<file path="src/rtl/ram_block_mover_pkg.sv">
// Shared types and constants for the RAM block mover.
package ram_block_mover_pkg;

  localparam int ADDR_W_DEF = 12;
  localparam int DATA_W_DEF = 8;
  localparam int LEN_W_DEF  = 13;

  localparam logic MODE_COPY = 1'b0;
  localparam logic MODE_FILL = 1'b1;

  typedef enum logic [2:0] {
    ST_IDLE,
    ST_READ,
    ST_WRITE,
    ST_FILL,
    ST_DONE
  } state_t;

endpackage

</file>
<file path="src/rtl/ram_block_mover_ctr.sv">
// Byte counter for the block mover: clear, increment and last-byte flag.
module ram_block_mover_ctr #(
  parameter int LEN_W = ram_block_mover_pkg::LEN_W_DEF
) (
  input  logic             clk,
  input  logic             reset,
  input  logic             clr,
  input  logic             inc,
  input  logic [LEN_W-1:0] len,
  output logic [LEN_W-1:0] count,
  output logic             last
);

  // Counter register; clear has priority over increment.
  always_ff @(posedge clk or posedge reset) begin
    if (reset) begin
      count <= '0;
    end else if (clr) begin
      count <= '0;
    end else if (inc) begin
      count <= count + LEN_W'(1);
    end
  end

  // The byte being handled now is the final one of the transfer.
  assign last = ((count + LEN_W'(1)) == len);

endmodule

</file>
<file path="src/rtl/ram_block_mover.sv">
// Block-transfer initiator for the 4K x 8 RAM port: copy or fill a byte range.
// Optional macro RAM_BLOCK_MOVER_CHECKSUM_EN enables the written-byte checksum;
// without it the checksum port is tied to zero.
//
// state    | meaning
// ---------+-------------------------------------------
// ST_IDLE  | waiting for start, RAM port released
// ST_READ  | reading source byte src+i into data reg
// ST_WRITE | writing data reg to dst+i
// ST_FILL  | writing fill byte to dst+i
// ST_DONE  | one-cycle completion pulse
module ram_block_mover
  import ram_block_mover_pkg::*;
#(
  parameter int ADDR_W = ADDR_W_DEF,
  parameter int DATA_W = DATA_W_DEF,
  parameter int LEN_W  = LEN_W_DEF
) (
  input  logic              clk,
  input  logic              reset,
  input  logic              start,
  input  logic              mode,
  input  logic [ADDR_W-1:0] src,
  input  logic [ADDR_W-1:0] dst,
  input  logic [LEN_W-1:0]  len,
  input  logic [DATA_W-1:0] fill_val,
  output logic              busy,
  output logic              done,
  output logic [ADDR_W-1:0] ram_address,
  output logic [DATA_W-1:0] ram_in,
  output logic              ram_load,
  input  logic [DATA_W-1:0] ram_out,
  output logic [DATA_W-1:0] checksum
);

  state_t            state_q, state_d;
  logic [ADDR_W-1:0] src_q, dst_q;
  logic [LEN_W-1:0]  len_q;
  logic [DATA_W-1:0] fill_q, data_q;
  logic [LEN_W-1:0]  count;
  logic              last, ctr_clr, ctr_inc, ld_cfg;
  logic [ADDR_W-1:0] src_addr, dst_addr;

  ram_block_mover_ctr #(.LEN_W(LEN_W)) u_ctr (
    .clk   (clk),
    .reset (reset),
    .clr   (ctr_clr),
    .inc   (ctr_inc),
    .len   (len_q),
    .count (count),
    .last  (last)
  );

  // Addresses wrap naturally at 2^ADDR_W.
  assign src_addr = src_q + ADDR_W'(count);
  assign dst_addr = dst_q + ADDR_W'(count);

  // State register.
  always_ff @(posedge clk or posedge reset) begin
    if (reset) state_q <= ST_IDLE;
    else       state_q <= state_d;
  end

  // Transfer parameters are captured only when a start is accepted.
  always_ff @(posedge clk or posedge reset) begin
    if (reset) begin
      src_q  <= '0;
      dst_q  <= '0;
      len_q  <= '0;
      fill_q <= '0;
    end else if (ld_cfg) begin
      src_q  <= src;
      dst_q  <= dst;
      len_q  <= len;
      fill_q <= fill_val;
    end
  end

  // Data register holds the byte read in READ for the following WRITE.
  always_ff @(posedge clk or posedge reset) begin
    if (reset)                  data_q <= '0;
    else if (state_q == ST_READ) data_q <= ram_out;
  end

  // Next-state and counter control.
  always_comb begin
    state_d = state_q;
    ctr_clr = 1'b0;
    ctr_inc = 1'b0;
    ld_cfg  = 1'b0;
    unique case (state_q)
      ST_IDLE: begin
        if (start) begin
          ld_cfg  = 1'b1;
          ctr_clr = 1'b1;
          if (len == '0)             state_d = ST_DONE;
          else if (mode == MODE_COPY) state_d = ST_READ;
          else                        state_d = ST_FILL;
        end
      end
      ST_READ:  state_d = ST_WRITE;
      ST_WRITE: begin
        ctr_inc = 1'b1;
        state_d = last ? ST_DONE : ST_READ;
      end
      ST_FILL: begin
        ctr_inc = 1'b1;
        state_d = last ? ST_DONE : ST_FILL;
      end
      ST_DONE:  state_d = ST_IDLE;
      default:  state_d = ST_IDLE;
    endcase
  end

  // Port outputs decoded from the state register and held registers only,
  // so ram_load falls as soon as reset clears the state.
  always_comb begin
    busy        = 1'b0;
    done        = 1'b0;
    ram_load    = 1'b0;
    ram_address = '0;
    ram_in      = '0;
    unique case (state_q)
      ST_READ: begin
        busy        = 1'b1;
        ram_address = src_addr;
      end
      ST_WRITE: begin
        busy        = 1'b1;
        ram_load    = 1'b1;
        ram_address = dst_addr;
        ram_in      = data_q;
      end
      ST_FILL: begin
        busy        = 1'b1;
        ram_load    = 1'b1;
        ram_address = dst_addr;
        ram_in      = fill_q;
      end
      ST_DONE:  done = 1'b1;
      default: ;
    endcase
  end

`ifdef RAM_BLOCK_MOVER_CHECKSUM_EN
  logic [DATA_W-1:0] sum_q;

  // Running sum of written bytes, restarted by each accepted start.
  always_ff @(posedge clk or posedge reset) begin
    if (reset)         sum_q <= '0;
    else if (ld_cfg)   sum_q <= '0;
    else if (ram_load) sum_q <= sum_q + ram_in;
  end

  assign checksum = sum_q;
`else
  assign checksum = '0;
`endif

endmodule

</file>
<file path="config.mk">
export PLATFORM = sky130hd
export DESIGN_NAME = ram_block_mover
export DESIGN_NICKNAME = d
export VERILOG_FILES = /design/src/rtl/ram_block_mover_pkg.sv /design/src/rtl/ram_block_mover_ctr.sv /design/src/rtl/ram_block_mover.sv
export SDC_FILE = /design/constraint.sdc
export NUM_CORES = 1
export LEC_CHECK = 0
export BUFFER_PORTS_ARGS = -buffer_cell sky130_fd_sc_hd__clkbuf_2
export CAP_MARGIN = 20
export CORE_MARGIN = 4
export CORE_UTILIZATION = 29
export DETAILED_ROUTE_END_ITERATION = 7
export GPL_TIMING_DRIVEN = 0
export PLACE_DENSITY_LB_ADDON = 0.15
export SETUP_SLACK_MARGIN = 0.05
export SYNTH_ARGS = -nofsm -noshare
export SYNTH_HDL_FRONTEND = slang
export SYNTH_SLANG_ARGS = --single-unit
</file>
<file path="constraint.sdc">
create_clock -name clk -period 5.7 [get_ports clk]
set_input_delay 0.57 -clock clk [delete_from_list [all_inputs] [get_ports clk]]
set_output_delay 0.57 -clock clk [all_outputs]
set_load 0.005 [all_outputs]
</file>
==> summary.txt <==
Floorplan
  – Die span in y: between 100 and 150 um
  – Core box area: 13500 sq um
  – Die Wd: roughly 130 um
  – Ports: slightly below 90
  – Std cell rows: 42
  – Die Area: around 16000 sq um
  – Starting density of the core: 0.302

Synth
  – Most used DFF post-synth: dfrtp_1
  – Synthesized instance count: just under 400
  – Async SR Flop Fraction: 1.00
  – Post-synth top cells: dfrtp_1, mux2_2, nand2_1
  – Netlist cell types: 52
  – Ranking of synthesized cells by area: dfrtp_1, mux2_2, nand2_1
  – Sequential fraction of the synthesis area: 0.425
  – Number of synthesized flops with an enable pin: 0
  – Mapped cell area: 4060 sq um
  – Syn_area_per_cell: around 10 sq um
  – Yosys warns: 0
  – Count leader, synth: dfrtp_1
  – Yosys top cell by area: dfrtp_1
  – Synthesized flop and latch total: around 70
  – Area share of the largest cell type after synthesis: 0.425

Critical path
  – Crit-path leading delay family: buffers and inverters
  – Slowest CP cell: clkbuf_1
  – Worst Setup Start Kind: flop
  – Crit path buf inv count: 6
  – Crit path DAT: about 4 ns
  – WS Path Type: reg2out
  – Maximum net fanout on the critical path: 10
  – Slowest stage delay, CP: around 0.5 ns
  – CP Data Required Time: 5.13 ns
  – Setup crit end kind: output port
  – Worst path cell trace: clkbuf_1 -> nand2b_1 -> buf_2 -> inv_1 -> clkbuf_1 -> nand2_1 -> nand2_1 -> ha_1 -> inv_1 -> fa_1 -> nor2b_1 -> o21a_1 -> o21ai_0 -> a21oi_1 -> o22ai_1 -> mux2i_1 -> clkbuf_2

Timing
  – Slew @ Worst Pin: 0.721 ns
  – Max frequency: between 200 and 250 MHz
  – Final critical-path required period: ~4.6 ns
  – Tcrit/Tclk final: 0.803
  – Final setup vio count: 0
  – Setup tns final: 0 ns
  – Clock Skew: roughly 0.011 ns
  – Slew Viols, Final: 0
  – Slew margin rel.: 0.517
  – Final hold vios: 0
  – RSZ-0062 raised after global routing: no

Place
  – Port buffer count: approximately 80
  – GP Congestion: about 0.8
  – DP Area: between 4000 and 5000 sq um
  – Placed Instances: 661
  – HPWL after detailed placement: 7.91 mm

Global route
  – Total gr overflow: 0
  – Vias in the first global route: around 3300
  – Initial antenna violation count: 0
  – Largest net degree at the start of global routing: 69
  – First-pass GRT wire length: 17.6 mm
  – All-Layer GR Usage: 0.141

Detailed routing
  – Pre-antenna DRT Iters: 4
  – Initial DRC Count: roughly 170
  – Vias per cell: approximately 4.7
  – Total number of vias: between 3000 and 4000
  – Drt wl/cell: approximately 16 um
  – Residual DRC: 0
  – Antenna violation net count after detailed routing: 0
  – Post-Route WL: between 10 and 15 mm

Power
  – Comb pwr share: 0.478
  – P_leak: between 0.002 and 0.0025 uW
  – Clk pwr share: 0.213
  – Switch share: 0.384
  – PwrDens: 532 nW/um^2
  – Switching component of the power: just over 1000 uW
  – Int Pwr: around 1700 uW
  – Seq pwr share: 0.309
  – VDD IR max: 238 uV

Clocking
  – Num CTS Buffers: 9
  – CTS tree: built
  – Post-cts hold buffer count: 0
  – Clock tree buffer depth: 2
  – Reg clk slew, reported paths: roughly 0.060 ns
  – Number of post-CTS setup repair buffers: 0
  – Clk_lat worst skew: 0.35 ns
  – CTS H-tree depth: 3
  – CTS sink count: 69
  – Post-CTS sizing: 0
  – Clock root cell: clkbuf_16

Final layout
  – Final Cell Area: about 5000 sq um
  – Share of cells above drive strength 1: 0.359
  – P&R area growth vs syn: 23.9%
  – Diodes inserted: 0
  – Final #Nets: ~570
  – Fin cells: 677

Flow run
  – Max-Cap Viols: 0

Hold path
  – HP Class: in2async

Run status
  – Status: finished clean
cell families (layout without fill, tap and decap cells):
kind of cell,after synthesis,in the layout,share of synthesized area
fa+ha+maj,13,13,0.0419
mux,66,66,0.179
flops,69,69,0.425
simple gates,123,123,0.150
xor+xnor,28,28,0.0622
compound gates,59,59,0.0918
buf+inv,39,135,0.0490
other cells,1,8,0.000923
sequential cells by signal, summed over array words and instances, names as in the netlist:
name / cells
u_ctr.count: 13
data_q: 8
src_q: 12
len_q: 13
dst_q: 12
state_q: 3
fill_q: 8
layer usage:
metal | share of wire | wire [um] | GRT usage | up-vias
li1 | - | - | - | 1582
met1 | 0.45 | 4820 | 0.179 | 1507
met2 | 0.47 | 4980 | 0.221 | 85
met3 | 0.072 | 775 | 0.0597 | 12
met4 | 0.011 | 119 | 0.0404 | 0
met5 | 0 | 0 | 0 | -
stage by stage:
stage	hold slack [ns]	setup WS, ns	total power, uW	util
global route	0.0516	0.583	2920	0.374
finish	0.0697	1.12	2680	0.374
detailed placement	0.430	1.44	2140	0.352
global placement	0.489	1.46	2110	0.350
CTS	0.0499	1.04	2730	0.374
floorplan	0.467	2.34	1690	-
final timing paths:
check / depth (start not counted) / slack [ns] / from / to
max reg2reg: 8 / 3.23 / u_ctr.count[0] / state_q[0]
min reg2reg: 1 / 0.50 / dst_q[8] / dst_q[8]
max: 17 / 1.12 / state_q[2] / ram_address[8]
min: 2 / 0.07 / reset / data_q[4]
min in group clk: 2 / 0.45 / dst[2] / dst_q[2]
max in group asynchronous: 3 / 5.06 / reset / src_q[9]
power by group through the flow:
stage	sequential, uW	combinational [uW]	clock [uW]
floorplan	793	901	0
global placement	836	1280	0
detailed placement	838	1300	0
CTS	831	1310	589
global route	857	1450	613
finish	826	1280	571
cells in the final DEF, fill, tap and decap left out, types with 4 or more instances in the layout:
cell type	n
ha_1	12
and2_1	4
mux2_2	54
nor3_1	7
o21ai_0	22
conb_1	8
clkbuf_16	9
xnor2_1	15
nand3_1	6
clkbuf_1	6
xor2_1	12
buf_4	11
a21oi_1	11
inv_1	9
nand2_1	51
nor2_1	23
dfrtp_1	69
nand4_1	7
buf_2	9
o31ai_1	4
nand2b_1	4
clkbuf_2	79
mux2i_1	12
cell type report:
cell class / count / area (sq um)
fill: 1391 / 8420
clock inverter: 7 / 75.1
inverter: 10 / 40.0
clock buffer: 9 / 225
tap: 176 / 220
sequential: 69 / 1730
timing repair buffer: 80 / 423
buffer: 29 / 161
multi-input combinational: 297 / 2160
worst register-to-register path: cells and delay by family (launching register included):
family | cells | cell delay, ns
AND/OR/NAND/NOR | 1 | 0.21
buffers and inverters | 1 | 0.17
adder cells (fa/ha/maj) | 1 | 0.36
flip-flops | 1 | 0.51
AO/OA/AOI/OAI | 5 | 1.09
(Power assumes the default switching activity.)
